## config.mk

```make
export PLATFORM = sky130hd
export DESIGN_NAME = regfile_sb
export DESIGN_NICKNAME = d
export VERILOG_FILES = /design/src/rtl/regfile_pkg.sv /design/src/rtl/regfile_entry.sv /design/src/rtl/regfile_sb.sv
export SDC_FILE = /design/constraint.sdc
export NUM_CORES = 2
export LEC_CHECK = 0
export CAP_MARGIN = 25
export CORE_ASPECT_RATIO = 1.1
export CORE_MARGIN = 2
export CORE_UTILIZATION = 40
export CTS_BUF_LIST = sky130_fd_sc_hd__clkbuf_8
export DETAILED_ROUTE_END_ITERATION = 10
export PLACE_DENSITY = 0.66
export SYNTH_ARGS = -nofsm -noshare
export SYNTH_HDL_FRONTEND = slang
export SYNTH_HIERARCHICAL = 1
export SYNTH_SLANG_ARGS = --single-unit
```

## constraint.sdc

```tcl
create_clock -name clk -period 4.2 [get_ports clk]
set_input_delay 0.42 -clock clk [delete_from_list [all_inputs] [get_ports clk]]
set_output_delay 0.42 -clock clk [all_outputs]
set_load 0.005 [all_outputs]
```

## src/rtl/regfile_pkg.sv

```systemverilog
// regfile_pkg: shared defaults, hardwired-zero index and pending-vector type for the scoreboarded register file.
package regfile_pkg;
    localparam int DEF_WIDTH  = 32;
    localparam int DEF_ADDR_W = 5;
    localparam int DEF_NREAD  = 2;
    localparam int ZERO_REG   = 0;
    typedef logic [2**DEF_ADDR_W-1:0] pending_vec_t;
endpackage

```

## src/rtl/regfile_entry.sv

```systemverilog
// regfile_entry: one nonzero register with its pending bit; a reservation wins over the clearing write.
module regfile_entry import regfile_pkg::*; #(
    parameter int WIDTH  = DEF_WIDTH,
    parameter int ADDR_W = DEF_ADDR_W,
    parameter int IDX    = 1
) (
    input  logic              clk,
    input  logic              i_rst_n,
    input  logic              i_we,
    input  logic [ADDR_W-1:0] i_waddr,
    input  logic [WIDTH-1:0]  i_wdata,
    input  logic              i_rsv_en,
    input  logic [ADDR_W-1:0] i_rsv_addr,
    output logic [WIDTH-1:0]  o_data,
    output logic              o_pend
);
    logic [WIDTH-1:0] r_data;
    logic             r_pend;
    logic             w_wr;
    logic             w_rsv;
    assign w_wr  = i_we && i_waddr == ADDR_W'(IDX);
    assign w_rsv = i_rsv_en && i_rsv_addr == ADDR_W'(IDX);
    always_ff @(posedge clk or negedge i_rst_n) begin
        if (!i_rst_n) begin
            r_data <= '0;
            r_pend <= 1'b0;
        end else begin
            if (w_wr) r_data <= i_wdata;
            r_pend <= w_rsv ? 1'b1 : w_wr ? 1'b0 : r_pend;
        end
    end
    assign o_data = r_data;
    assign o_pend = r_pend;
endmodule

```

## src/rtl/regfile_sb.sv

```systemverilog
// regfile_sb: multi-read register file with per-register pending scoreboard and combinational reads.
// Optional write-to-read forwarding is enabled by defining REGFILE_BYPASS_EN.
module regfile_sb import regfile_pkg::*; #(
    parameter int WIDTH  = DEF_WIDTH,
    parameter int ADDR_W = DEF_ADDR_W,
    parameter int NREAD  = DEF_NREAD
) (
    input  logic                    clk,
    input  logic                    rst,
    input  logic                    we,
    input  logic [ADDR_W-1:0]       waddr,
    input  logic [WIDTH-1:0]        wdata,
    input  logic [NREAD*ADDR_W-1:0] raddr,
    output logic [NREAD*WIDTH-1:0]  rdata,
    input  logic                    rsv_en,
    input  logic [ADDR_W-1:0]       rsv_addr,
    output logic [NREAD-1:0]        busy
);
    localparam int DEPTH = 2**ADDR_W;
    logic [WIDTH-1:0] w_q [DEPTH];
    logic [DEPTH-1:0] w_pend;
    assign w_q[ZERO_REG]    = '0;
    assign w_pend[ZERO_REG] = 1'b0;
    for (genvar g = 1; g < DEPTH; g++) begin : g_ent
        regfile_entry #(.WIDTH(WIDTH), .ADDR_W(ADDR_W), .IDX(g)) u_entry (
            .clk        (clk),
            .i_rst_n    (rst),
            .i_we       (we),
            .i_waddr    (waddr),
            .i_wdata    (wdata),
            .i_rsv_en   (rsv_en),
            .i_rsv_addr (rsv_addr),
            .o_data     (w_q[g]),
            .o_pend     (w_pend[g])
        );
    end
    for (genvar k = 0; k < NREAD; k++) begin : g_rd
        logic [ADDR_W-1:0] w_ra;
        logic              w_hit;
        assign w_ra = raddr[k*ADDR_W +: ADDR_W];
`ifdef REGFILE_BYPASS_EN
        assign w_hit = we && waddr != ADDR_W'(ZERO_REG) && w_ra == waddr;
`else
        assign w_hit = 1'b0;
`endif
        // forwarded data clears busy unless the same address is being re-reserved this cycle
        assign rdata[k*WIDTH +: WIDTH] = !rst ? '0 : w_hit ? wdata : w_q[w_ra];
        assign busy[k] = rst && (w_hit ? (rsv_en && rsv_addr == w_ra) : w_pend[w_ra]);
    end
endmodule

```

==> flow_summary.yaml <==
worst_setup_path:
  start_kind: "input pin"
  slowest_delay_ns: 0.52
  r2r_end: "g_ent[7].u_entry/o_data[8]$_DFFE_PN0P_"
  endpoint_kind: "output port"
  crit_chain: "buf_8, buf_12, buf_4, mux4_2, nor2b_1, nor3_1, o311a_1, clkdlybuf4s50_1"
  critPathMaxFanout: 56
  worstPathArrival_ns: 3.13
  cp_top_family: "buffers and inverters"
  cp_slowest_cell: "buf_8"
  path_class: "in -> out"
  critical_path_buf_inv_count: 4
  r2r-start: "g_ent[7].u_entry/o_data[8]$_DFFE_PN0P_"
  cp.required_ns: 3.78
  reg2regPathDepth: 1
  r2r_slack_ns: 3.36
final_layout:
  layout-drive-gt1-share: 0.490
  area_growth_pct: 12.6
  final_common_cell: "dfrtp_1"
  fill_cells: 12700
  mostFrequentLayoutCells: "dfrtp_1, mux2_2, mux2_4, mux4_2, clkbuf_8"
  nets: 3900
die:
  dieArea_sq_um: 149000
  row_count: 146
  die_h_microns: 404
  start_util: 0.404
  design.core.area_sq_um: 144000
  io_pins: 122
  dieWidth_microns: 368
timing:
  fin_crit_ns: 3.55
  skew_ns: 0
  worst_slack_ns: 0.649
  hold_viol_final: 0
  rsz0062_at_grt: "no"
  final_max_slew_viol_count: 0
  slew_headroom: 0.260
  post-route-period-util: 0.845
  timing.fmax_mhz: 282
  fin_setup_tns_ns: 0
  tightest_slew_ns: 1.11
  finalSetupViolCount: 0
synthesis:
  async_reset_ff_frac: 1.00
  synth_area_sq_um: 58200
  postSynthNetCount: 3727
  netlist.top_cell.by_area: "dfrtp_1"
  ys_seq_elements: 1023
  synth_area_leaders: "dfrtp_1, mux4_2, mux2_4"
  synth_ff_type: "dfrtp_1"
  synth_top_area_share: 0.440
  ys_warn_count: 6
  seq_area_frac_synth: 0.440
  avgSynthCellArea_sq_um: 15.9
  synth_edf_count: 0
  synth.distinct_cells: 57
  syn_inst: 3671
drt:
  routedWlPerCell_microns: 30.2
  routed_wirelength_mm: 178
  via_count: 36900
  postRouteAntennaNets: 0
  drt_iter0_drc: 3767
  vias_per_cell: 6.24
  drc_errors: 0
  drt_pass1_iterations: 5
placed_design:
  place_hpwl_mm: 100
  port_buffers: 121
  post-place-ws_ns: 0.629
  gp_congestion: 0.803
power:
  vdd.ir_drop.worst_v: 0.000249
  internal_power_mw: 20.8
  power.density_nw_per_um2: 442
  p_sw_mw: 8.19
  power_switching_share: 0.283
  p_clk_frac: 0.316
  leakagePower_nw: 29.1
  combinationalPowerShare: 0.223
  p_seq_frac: 0.461
clocking:
  clock_sinks: 1023
  path_clk_slew_ns: 0.06
  post_cts_resized: 0
  cts_hold_buf: 1
  clock_path_buffers: 3
  h-tree-depth: 4
  cts_root_buffer: "clkbuf_8"
  cts_setup_buffers: 0
  clock_latency_ns: 0.87
  cts_buffers: 175
  cts_tree: "done"
grt:
  grt_pass1_vias: 38700
  grt_use_total: 0.239
  grt_overflow: 0
  grt_pass1_wl_mm: 266
  grt_antenna_before_repair: 6
  grt_max_degree: 101
job:
  cap_violations: 0
min_path:
  hp-class: "in -> async"
status:
  status: "completed"
## how the worst max path moves through the flow
stage                end  slack (ns)      from  cells after the start
6_report         busy[0]        0.65  raddr[0]                      8
2_1_floorplan    busy[1]        1.87  raddr[6]                      6
5_1_grt         rdata[3]        0.52  raddr[0]                      8
3_5_place_dp     busy[0]        0.63  raddr[0]                      8
4_1_cts          busy[0]        0.62  raddr[0]                      8
3_3_place_gp   rdata[45]        0.61  raddr[5]                      7
## stage by stage
stage / hold WS (ns) / cells / instance area (sq um) / utilization / total power [mW]
3_5_place_dp: 0.381 / 5571 / 61500 / 0.426 / 19.9
2_1_floorplan: 0.124 / 3671 / 58200 / - / 17.8
6_report: 0.0554 / 5907 / 65500 / 0.454 / 29.0
5_1_grt: 0.0664 / 5906 / 65500 / 0.454 / 30.3
3_3_place_gp: 0.367 / 5557 / 61200 / 0.424 / 19.6
4_1_cts: 0.00964 / 5886 / 65100 / 0.451 / 29.1
## cell type report
class	count	area (sq um)	area share
multi-input cells	2308	30300	0.462
flip-flops and latches	1023	25600	0.391
repair buffers	308	3630	0.0554
clock buffers	228	3140	0.0479
well taps	1924	2410	0.0367
clock inverters	86	390	0.00596
inverters	28	105	0.00160
diodes	2	5.00	0.0000764
## layer usage
layer  vias to the layer above  part of all wire  GRT usage
met5                         -                 0          0
met4                         0             0.031     0.0816
met3                       367             0.075     0.0446
met2                      1727              0.48      0.383
met1                     19900              0.42      0.327
li1                      14800                 -          -
## synthesized netlist by cell type (all sizes together), types with 39 or more instances
master	instances
nor2b	105
clkbuf	101
dfrtp	1023
nand2	43
a221oi	66
mux2	1058
mux2i	131
nand4	39
mux4	429
buf	211
nor3	73
## state kept, by name, indices dropped and copies added (netlist names)
register	cells
g_ent.u_entry/o_data	992
g_ent.u_entry/o_pend	31
## power by group through the flow
stage	Sequential [mW]	Clock, mW	Combinational (mW)
after floorplan	12.9	0	4.95
after global placement	13.4	0	6.25
after detailed placement	13.4	0	6.43
after CTS	13.3	9.32	6.44
after global routing	13.6	9.77	6.91
final	13.4	9.15	6.48
## cell families (layout without fill, tap and decap cells)
| family | count (synthesis) | in the layout | share of synthesized area |
|---|---|---|---|
| buf+inv | 340 | 650 | 0.0420 |
| other cells | 0 | 2 | 0 |
| compound gates | 329 | 329 | 0.0470 |
| mux | 1618 | 1618 | 0.423 |
| simple gates | 361 | 361 | 0.0485 |
| flops | 1023 | 1023 | 0.440 |
Power figures use the tool's default switching activity.
